### config.mk
export PLATFORM = sky130hd
export DESIGN_NAME = mem_port_arbiter_flat
export DESIGN_NICKNAME = d
export VERILOG_FILES = /design/src/rtl/mem_port_arbiter_pkg.sv /design/src/rtl/mem_port_arbiter_if.sv /design/src/rtl/mem_port_arbiter_store_mask_gen.sv /design/src/rtl/mem_port_arbiter.sv /design/src/flat_wrapper.sv
export SDC_FILE = /design/constraint.sdc
export NUM_CORES = 1
export LEC_CHECK = 0
export ABC_AREA = 1
export BUFFER_PORTS_ARGS = -buffer_cell sky130_fd_sc_hd__buf_4
export CORE_AREA = 2 2 179 181
export CTS_BUF_LIST = sky130_fd_sc_hd__clkbuf_4 sky130_fd_sc_hd__clkbuf_8 sky130_fd_sc_hd__clkbuf_16
export CTS_CLUSTER_DIAMETER = 120
export DETAILED_ROUTE_END_ITERATION = 7
export DIE_AREA = 0 0 181 183
export SLEW_MARGIN = 30
export SYNTH_ARGS = -nofsm -noshare
export SYNTH_HDL_FRONTEND = slang
export SYNTH_SLANG_ARGS = --single-unit
### constraint.sdc
create_clock -name clk -period 1.52 [get_ports clk]
set_input_delay 0.304 -clock clk [delete_from_list [all_inputs] [get_ports clk]]
set_output_delay 0.304 -clock clk [all_outputs]
set_load 0.02 [all_outputs]
### src/rtl/mem_port_arbiter_pkg.sv
// Shared types and constants for the unified-RAM port arbiter.
//   mem_src_t   : which requester a RAM read belongs to
//   mem_tag_t   : in-flight read tag {valid, src, half}
//   mem_size_t  : access size decoded from the funct3 width code
package mem_port_arbiter_pkg;

    localparam int MEM_READ_LAT = 2;

    typedef enum logic {
        SRC_IF = 1'b0,
        SRC_DM = 1'b1
    } mem_src_t;

    typedef struct packed {
        logic     valid;
        mem_src_t src;
        logic     half;
    } mem_tag_t;

    typedef enum logic [1:0] {
        SZ_B = 2'd0,
        SZ_H = 2'd1,
        SZ_W = 2'd2,
        SZ_D = 2'd3
    } mem_size_t;

    // Unsigned load codes (4..6) share the size of their signed twins.
    function automatic mem_size_t wid_to_size(input logic [2:0] wid);
        case (wid)
            3'd0, 3'd4: return SZ_B;
            3'd1, 3'd5: return SZ_H;
            3'd2, 3'd6: return SZ_W;
            default:    return SZ_D;
        endcase
    endfunction

endpackage

### src/rtl/mem_port_arbiter_if.sv
// Requester-side bus of the memory port arbiter: the instruction-fetch
// channel (if_*) and the data channel (dm_*).
//   master : pipeline side (drives requests, receives grants/returns)
//   slave  : arbiter side
interface mem_port_arbiter_if #(
    parameter int DATA_WIDTH = 64
);
    logic                  if_req;
    logic [DATA_WIDTH-1:0] if_addr;
    logic                  if_kill;
    logic                  if_gnt;
    logic                  if_stall;
    logic                  if_rvalid;
    logic [31:0]           if_rdata;

    logic                  dm_req;
    logic                  dm_we;
    logic [DATA_WIDTH-1:0] dm_addr;
    logic [2:0]            dm_wid;
    logic [DATA_WIDTH-1:0] dm_wdata;
    logic                  dm_gnt;
    logic                  dm_stall;
    logic                  dm_rvalid;
    logic [DATA_WIDTH-1:0] dm_rdata;
    logic                  dm_misalign;

    modport master (
        output if_req, if_addr, if_kill,
        output dm_req, dm_we, dm_addr, dm_wid, dm_wdata,
        input  if_gnt, if_stall, if_rvalid, if_rdata,
        input  dm_gnt, dm_stall, dm_rvalid, dm_rdata, dm_misalign
    );

    modport slave (
        input  if_req, if_addr, if_kill,
        input  dm_req, dm_we, dm_addr, dm_wid, dm_wdata,
        output if_gnt, if_stall, if_rvalid, if_rdata,
        output dm_gnt, dm_stall, dm_rvalid, dm_rdata, dm_misalign
    );
endinterface

### src/rtl/mem_port_arbiter_store_mask_gen.sv
// Combinational store lane steering for an 8-byte RAM word.
//   addr_lo  : byte offset within the word
//   wid      : funct3 width code
//   wdata    : LSB-aligned store data
//   mask     : byte write enables
//   wdata_sh : store data moved to its byte lanes
//   misalign : access crosses its natural alignment
module store_mask_gen
    import mem_port_arbiter_pkg::*;
#(
    parameter int DATA_WIDTH = 64
) (
    input  logic [2:0]            addr_lo,
    input  logic [2:0]            wid,
    input  logic [DATA_WIDTH-1:0] wdata,
    output logic [7:0]            mask,
    output logic [DATA_WIDTH-1:0] wdata_sh,
    output logic                  misalign
);
    mem_size_t size;

    always_comb begin
        size     = wid_to_size(wid);
        mask     = 8'h00;
        misalign = 1'b0;
        wdata_sh = wdata << {addr_lo, 3'b000};
        case (size)
            SZ_B: mask = 8'b0000_0001 << addr_lo;
            SZ_H: begin
                mask     = 8'b0000_0011 << addr_lo;
                misalign = addr_lo[0];
            end
            SZ_W: begin
                mask     = 8'b0000_1111 << addr_lo;
                misalign = (addr_lo[1:0] != 2'b00);
            end
            default: begin
                mask     = 8'hFF;
                misalign = (addr_lo != 3'b000);
            end
        endcase
    end
endmodule

### src/rtl/mem_port_arbiter.sv
// Arbitrates the single-port, fixed-latency unified RAM between
// instruction fetch and data accesses; tags reads so returns are steered
// back to their requester, and stops data from starving fetch.
//   clk, rst           : clock, synchronous active-high reset
//   bus (slave)        : fetch and data request/return channels
//   ram_en/we/addr     : RAM command
//   ram_wdata/wmask    : RAM store data and byte enables
//   ram_rdata          : RAM read data, READ_LAT cycles after the command
module mem_port_arbiter
    import mem_port_arbiter_pkg::*;
#(
    parameter int DATA_WIDTH      = 64,
    parameter int RAM_SIZE        = 16,
    parameter int READ_LAT        = MEM_READ_LAT,
    parameter int MAX_DATA_STREAK = 4
) (
    input  logic                  clk,
    input  logic                  rst,
    mem_port_arbiter_if.slave     bus,
    output logic                  ram_en,
    output logic                  ram_we,
    output logic [RAM_SIZE-1:0]   ram_addr,
    output logic [DATA_WIDTH-1:0] ram_wdata,
    output logic [7:0]            ram_wmask,
    input  logic [DATA_WIDTH-1:0] ram_rdata
);
    localparam logic [2:0] STREAK_MAX = 3'(MAX_DATA_STREAK);

    logic [2:0]            streak_q, streak_d;
    mem_tag_t              tag_q    [READ_LAT];
    mem_tag_t              tag_kept [READ_LAT];
    mem_tag_t              new_tag;
    mem_tag_t              tail;
    logic                  fetch_prio;
    logic                  dm_go;
    logic                  misalign;
    logic [7:0]            mask;
    logic [DATA_WIDTH-1:0] wdata_sh;
    logic                  unused_addr_bits;

    assign unused_addr_bits = ^{bus.if_addr[DATA_WIDTH-1:RAM_SIZE+3], bus.if_addr[1:0],
                                bus.dm_addr[DATA_WIDTH-1:RAM_SIZE+3]};

    store_mask_gen #(.DATA_WIDTH(DATA_WIDTH)) u_store_mask_gen (
        .addr_lo  (bus.dm_addr[2:0]),
        .wid      (bus.dm_wid),
        .wdata    (bus.dm_wdata),
        .mask     (mask),
        .wdata_sh (wdata_sh),
        .misalign (misalign)
    );

    // Data normally wins; a waiting fetch takes one slot after a full streak.
    assign fetch_prio   = bus.if_req && (streak_q == STREAK_MAX);
    assign bus.dm_gnt   = bus.dm_req && !fetch_prio;
    assign bus.if_gnt   = bus.if_req && !bus.dm_gnt;
    assign bus.dm_stall = bus.dm_req && !bus.dm_gnt;
    assign bus.if_stall = bus.if_req && !bus.if_gnt;

    // A misaligned access is accepted but never reaches the RAM.
    assign dm_go           = bus.dm_gnt && !misalign;
    assign bus.dm_misalign = bus.dm_gnt && misalign;

    assign ram_en    = bus.if_gnt || dm_go;
    assign ram_we    = dm_go && bus.dm_we;
    assign ram_addr  = bus.dm_gnt ? bus.dm_addr[RAM_SIZE+2:3] : bus.if_addr[RAM_SIZE+2:3];
    assign ram_wdata = wdata_sh;
    assign ram_wmask = ram_we ? mask : 8'h00;

    always_comb begin
        new_tag.valid = (bus.if_gnt && !bus.if_kill) || (dm_go && !bus.dm_we);
        new_tag.src   = bus.dm_gnt ? SRC_DM : SRC_IF;
        new_tag.half  = bus.if_addr[2];
        for (int i = 0; i < READ_LAT; i++) begin
            tag_kept[i] = tag_q[i];
            if (bus.if_kill && tag_q[i].src == SRC_IF)
                tag_kept[i].valid = 1'b0;
        end
    end

    // The kill-filtered tail suppresses a fetch return in the kill cycle itself.
    assign tail          = tag_kept[READ_LAT-1];
    assign bus.if_rvalid = tail.valid && tail.src == SRC_IF;
    assign bus.if_rdata  = tail.half ? ram_rdata[63:32] : ram_rdata[31:0];
    assign bus.dm_rvalid = tail.valid && tail.src == SRC_DM;
    assign bus.dm_rdata  = ram_rdata;

    always_comb begin
        streak_d = streak_q;
        if (!bus.if_req || bus.if_gnt)
            streak_d = 3'd0;
        else if (bus.dm_gnt && streak_q != 3'd7)
            streak_d = streak_q + 3'd1;
    end

    always_ff @(posedge clk) begin
        if (rst) begin
            streak_q <= 3'd0;
            for (int i = 0; i < READ_LAT; i++)
                tag_q[i] <= '0;
        end else begin
            streak_q <= streak_d;
            tag_q[0] <= new_tag;
            for (int i = 1; i < READ_LAT; i++)
                tag_q[i] <= tag_kept[i-1];
        end
    end
endmodule

### src/flat_wrapper.sv
// flat-port wrapper written by rule: the top's interface ports become plain ports
module mem_port_arbiter_flat import mem_port_arbiter_pkg::*;
#(
    parameter int DATA_WIDTH      = 64,
    parameter int RAM_SIZE        = 16,
    parameter int READ_LAT        = MEM_READ_LAT,
    parameter int MAX_DATA_STREAK = 4
)
  (clk, rst, ram_en, ram_we, ram_addr, ram_wdata, ram_wmask, ram_rdata, bus_if_req, bus_if_addr, bus_if_kill, bus_dm_req, bus_dm_we, bus_dm_addr, bus_dm_wid, bus_dm_wdata, bus_if_gnt, bus_if_stall, bus_if_rvalid, bus_if_rdata, bus_dm_gnt, bus_dm_stall, bus_dm_rvalid, bus_dm_rdata, bus_dm_misalign);
  mem_port_arbiter_if #(.DATA_WIDTH(DATA_WIDTH)) bus_i ();
  input  logic clk;
  input  logic rst;
  output logic ram_en;
  output logic ram_we;
  output logic [RAM_SIZE-1:0] ram_addr;
  output logic [DATA_WIDTH-1:0] ram_wdata;
  output logic [7:0] ram_wmask;
  input  logic [DATA_WIDTH-1:0] ram_rdata;
  input wire logic [$bits(bus_i.if_req)-1:0] bus_if_req;
  input wire logic [$bits(bus_i.if_addr)-1:0] bus_if_addr;
  input wire logic [$bits(bus_i.if_kill)-1:0] bus_if_kill;
  input wire logic [$bits(bus_i.dm_req)-1:0] bus_dm_req;
  input wire logic [$bits(bus_i.dm_we)-1:0] bus_dm_we;
  input wire logic [$bits(bus_i.dm_addr)-1:0] bus_dm_addr;
  input wire logic [$bits(bus_i.dm_wid)-1:0] bus_dm_wid;
  input wire logic [$bits(bus_i.dm_wdata)-1:0] bus_dm_wdata;
  output wire logic [$bits(bus_i.if_gnt)-1:0] bus_if_gnt;
  output wire logic [$bits(bus_i.if_stall)-1:0] bus_if_stall;
  output wire logic [$bits(bus_i.if_rvalid)-1:0] bus_if_rvalid;
  output wire logic [$bits(bus_i.if_rdata)-1:0] bus_if_rdata;
  output wire logic [$bits(bus_i.dm_gnt)-1:0] bus_dm_gnt;
  output wire logic [$bits(bus_i.dm_stall)-1:0] bus_dm_stall;
  output wire logic [$bits(bus_i.dm_rvalid)-1:0] bus_dm_rvalid;
  output wire logic [$bits(bus_i.dm_rdata)-1:0] bus_dm_rdata;
  output wire logic [$bits(bus_i.dm_misalign)-1:0] bus_dm_misalign;
  assign bus_i.if_req = bus_if_req;
  assign bus_i.if_addr = bus_if_addr;
  assign bus_i.if_kill = bus_if_kill;
  assign bus_i.dm_req = bus_dm_req;
  assign bus_i.dm_we = bus_dm_we;
  assign bus_i.dm_addr = bus_dm_addr;
  assign bus_i.dm_wid = bus_dm_wid;
  assign bus_i.dm_wdata = bus_dm_wdata;
  assign bus_if_gnt = bus_i.if_gnt;
  assign bus_if_stall = bus_i.if_stall;
  assign bus_if_rvalid = bus_i.if_rvalid;
  assign bus_if_rdata = bus_i.if_rdata;
  assign bus_dm_gnt = bus_i.dm_gnt;
  assign bus_dm_stall = bus_i.dm_stall;
  assign bus_dm_rvalid = bus_i.dm_rvalid;
  assign bus_dm_rdata = bus_i.dm_rdata;
  assign bus_dm_misalign = bus_i.dm_misalign;
  mem_port_arbiter #(.DATA_WIDTH(DATA_WIDTH), .RAM_SIZE(RAM_SIZE), .READ_LAT(READ_LAT), .MAX_DATA_STREAK(MAX_DATA_STREAK)) u_core (.clk(clk), .rst(rst), .bus(bus_i), .ram_en(ram_en), .ram_we(ram_we), .ram_addr(ram_addr), .ram_wdata(ram_wdata), .ram_wmask(ram_wmask), .ram_rdata(ram_rdata));
endmodule
==> results list <==
* Max-capacitance violation count: 0
- Status: finished with violations
- CP Data Arrival Time: 1.53 ns
- Counting flops and latches in the post-synthesis netlist gives 9.
* Met3 routed wirelength: 1260 µm
* Final weighted congestion in routability-driven placement: slightly below 0.9
- Data required time of the worst path: approximately 1.2 ns
* Pins Over Slew Limit: 0
- Highest metal used: met4
* Net count reported at finish: 1299
- Count of cell types in the netlist: 26
- Cell count after synthesis: 602
- Number of nets in the synthesized netlist: ~900
- Most frequently used flop master after synthesis: sky130_fd_sc_hd__dfxtp_1
* Number of buffers on the longest clock path: 2
- The worst setup path is launched from a flop.
- Clock tree synthesis inserted a total of 3 buffers.
- Count of synthesis-stage warnings from yosys: 0
* Share of power burned in the clock network: 0.115
* Area leader, netlist: sky130_fd_sc_hd__nand2_1
- TritonCTS clock tree: done
- The synthesized design contains 0 enable-type register cells.
- Ratio of final minimum period to clock period: 1.20
- Util after Layout: 0.313
- Entering global routing, the biggest net connects 21 pins.
- Between clock sinks in the finished design, the worst skew comes to 0.00171 ns.
- Total net switching power: 1.79 mW
* Crit path kind: reg -> out
* Final routed wirelength across all metal layers: roughly 24000 µm
* Number of global-route vias before repair: 6006
* Iteration count of the initial detailed-routing pass: 5
* Setup slack after layout: -0.309 ns
* RSZ-0062 raised after global routing: true
* Number of nets with antenna violations after detailed routing: 0
- H-tree Lvls: 1
* HPWL Detailed: 16800 µm
- Cell-by-cell listing of the critical path: inv_2 > ha_4 > nand3_4 > nand2_4 > inv_8 > buf_4 > buf_16 > o21ai_4 > buf_6
- The count of buffers added on input and output ports is 364.
- Via-per-instance ratio: ~4
- Clock Sink Count: 9
* Logic pwr share: 0.825
- From bottom edge to top edge, the die measures 183 µm.
* Site Rows: 65
- Crit path largest cell delay: 0.31 ns
- A synthesized cell averages 5.40 µm².
* Crit path max fanout: 5
- Largest cells by area after synthesis: sky130_fd_sc_hd__nand2_1, sky130_fd_sc_hd__buf_4, sky130_fd_sc_hd__mux2_2
- For this run, design rule violations remaining after detail routing come to 0.
- At the later pin of the worst-skew pair, clock insertion delay measures ~0.23 ns.
- The share of the Yosys chip area taken by registers is 0.0554.
* Number of antenna violations at the first check in global routing: 1
- Total of endpoints with negative setup slack in the final report: about 120
- Cell area after synthesis: 3250 µm²
- IR Drop Worst-Case VDD: 0.254 mV
- Area Growth Syn to Fin: 200%
- The slowest stage of the critical path is the sky130_fd_sc_hd__dfxtp_2 cell.
* Violated checks: setup timing
* Clock tree root driver cell: sky130_fd_sc_hd__clkbuf_16
- In the synthesized netlist the async set-or-reset flop fraction comes to 0.
- Drt first-iter violations: 230
- Ratio of total power to cell area: 423 nW/µm²
- Summed over all nets, wire length on met2 after detailed routing comes to 12100 µm.
* Total Die Area: 33100 µm²
* P_leak: 4.74 nW
* Average routed wire per standard cell: 16.9 µm
- After filler insertion, the fill cell instance count of the layout stands at 3238.
- Of the cells placed in the final design, the portion with a size suffix greater than 1 is 0.772.
* Synth top area share: 0.252
- Wire length of the first global-routing pass: 33900 µm
- For this run the aggregate overflow at the end of global routing stands at 0.
- From left edge to right edge, the die measures around 180 µm.
- The number of hold violations in the final report came to 0.
- Internal: 2.34 mW
- Final period demand of the worst path: 1.83 ns
- Switching Fraction: 0.433
- For the pin with the worst max-slew slack, the measured transition is 0.415 ns.
- Commonest cells in the netlist: sky130_fd_sc_hd__nand2_1, sky130_fd_sc_hd__buf_4, sky130_fd_sc_hd__o21ai_0
- The share of total power dissipated in sequential elements is 0.060.
- The initial utilization of the core area, before any placement, comes to 0.104.
- Routed length on met1: a little over 10000 µm
- sky130_fd_sc_hd__nand2_1 is the most common cell in the netlist.
- In the global route stage, overall resource usage came out at 0.129.
- Setup Slack @ Placement: -0.404 ns
- Measured against its own limit, the worst slew margin works out to 0.724.
* Clock-pin slew on the worst setup and hold paths: 0.04 ns
* Critical Path Sink Type: primary output
* FMAX: 547 MHz
* Worst min-delay path category: in -> reg
* I/O pin count: 458
- Vias after detailed routing: around 5800
* Placeable Area: 31200 µm²
-- power groups by stage --
stage	registers, mW	logic (mW)	clock network, mW
after global placement	0.253	2.39	0
after floorplan	0.251	1.19	0
final	0.249	3.41	0.477
after global routing	0.249	3.57	0.502
after detailed placement	0.253	2.39	0
after CTS	0.248	3.14	0.492
-- through the flow --
step	instances	total power, mW	cell area (µm²)	setup TNS, ns	hold WS, ns
3_3_place_gp	1365	2.64	6880	-17.20	0.402
5_1_grt	1429	4.32	9770	-21.30	0.283
6_report	1429	4.13	9770	-16.13	0.274
3_5_place_dp	1365	2.65	6880	-16.99	0.396
4_1_cts	1414	3.88	9150	-15.49	0.275
2_1_floorplan	602	1.44	3460	-0.0259	0.373
-- layout by cell type (no fill, tap or decap), drive strengths merged --
cell type	netlist	final
a31oi	1	1
nand3	14	14
nand2	218	218
or2	4	4
buf	87	516
bufbuf	0	1
a21oi	23	23
and2	5	5
mux2	32	32
nor2	50	50
o211ai	17	17
dfxtp	9	9
clkbuf	11	5
o221ai	3	3
inv	50	50
ha	7	7
o21bai	8	8
o22ai	2	2
o21ai	61	61
diode	0	1
-- logic make-up (layout without fill, tap and decap cells) --
kind of cell | Yosys count | after routing | share of synthesized area
compound gates | 115 | 115 | 0.201
buf+inv | 148 | 572 | 0.255
simple gates | 291 | 291 | 0.351
fa+ha+maj | 7 | 7 | 0.0269
flops | 9 | 9 | 0.0554
other cells | 0 | 1 | 0
mux | 32 | 32 | 0.111
-- area by class of cell --
cell class / count / area, µm² / share of cell area
Timing Repair Buffer: 518 / 5110 / 0.523
Multi-Input combinational cell: 445 / 3620 / 0.371
Tap cell: 402 / 503 / 0.0515
Inverter: 50 / 255 / 0.0261
Sequential cell: 9 / 186 / 0.0191
Clock buffer: 4 / 82.6 / 0.00846
Antenna cell: 1 / 2.50 / 0.000256
-- worst max-delay path, delay by kind of cell, from the launching register on --
| kind | cells | cell delay, ns |
|---|---|---|
| buf+inv | 5 | 0.51 |
| flops | 1 | 0.31 |
| simple gates | 2 | 0.18 |
| compound gates | 1 | 0.15 |
| fa+ha+maj | 1 | 0.14 |
-- registers in the layout, indices dropped and copies added, names as in the netlist --
register         cells
u_core.tag_q         6
u_core.streak_q      3
-- routing by layer --
layer / up-vias / GRT usage
met5: - / 0
met4: 0 / 0.0309
met3: 44 / 0.0161
met2: 263 / 0.223
met1: 2771 / 0.171
li1: 2732 / -
-- worst paths after layout --
| path | from | to | slack [ns] | cells after the start |
|---|---|---|---|---|
| max | u_core.streak_q[1]$_SDFFE_PP0P_ | ram_en | -0.31 | 9 |
| min | bus_if_addr[2] | u_core.tag_q[0][0]$_SDFF_PP0_ | 0.27 | 3 |
| max reg2reg | u_core.streak_q[0]$_SDFFE_PP0P_ | u_core.streak_q[2]$_SDFFE_PP0P_ | -0.02 | 11 |
| min reg2reg | u_core.tag_q[0][0]$_SDFF_PP0_ | u_core.tag_q[0][3]$_SDFF_PP0_ | 0.39 | 2 |
-- repair_timing --
action | 4_1_cts | 5_1_grt
hold buffers | 0 | 0
gates cloned | 16 | 1
gates resized for setup | 462 | 137
setup buffers | 31 | 18
pin swaps | 70 | 63
endpoints found under the setup margin | 128 | 130
No activity file was read; power rests on OpenSTA's default activity.
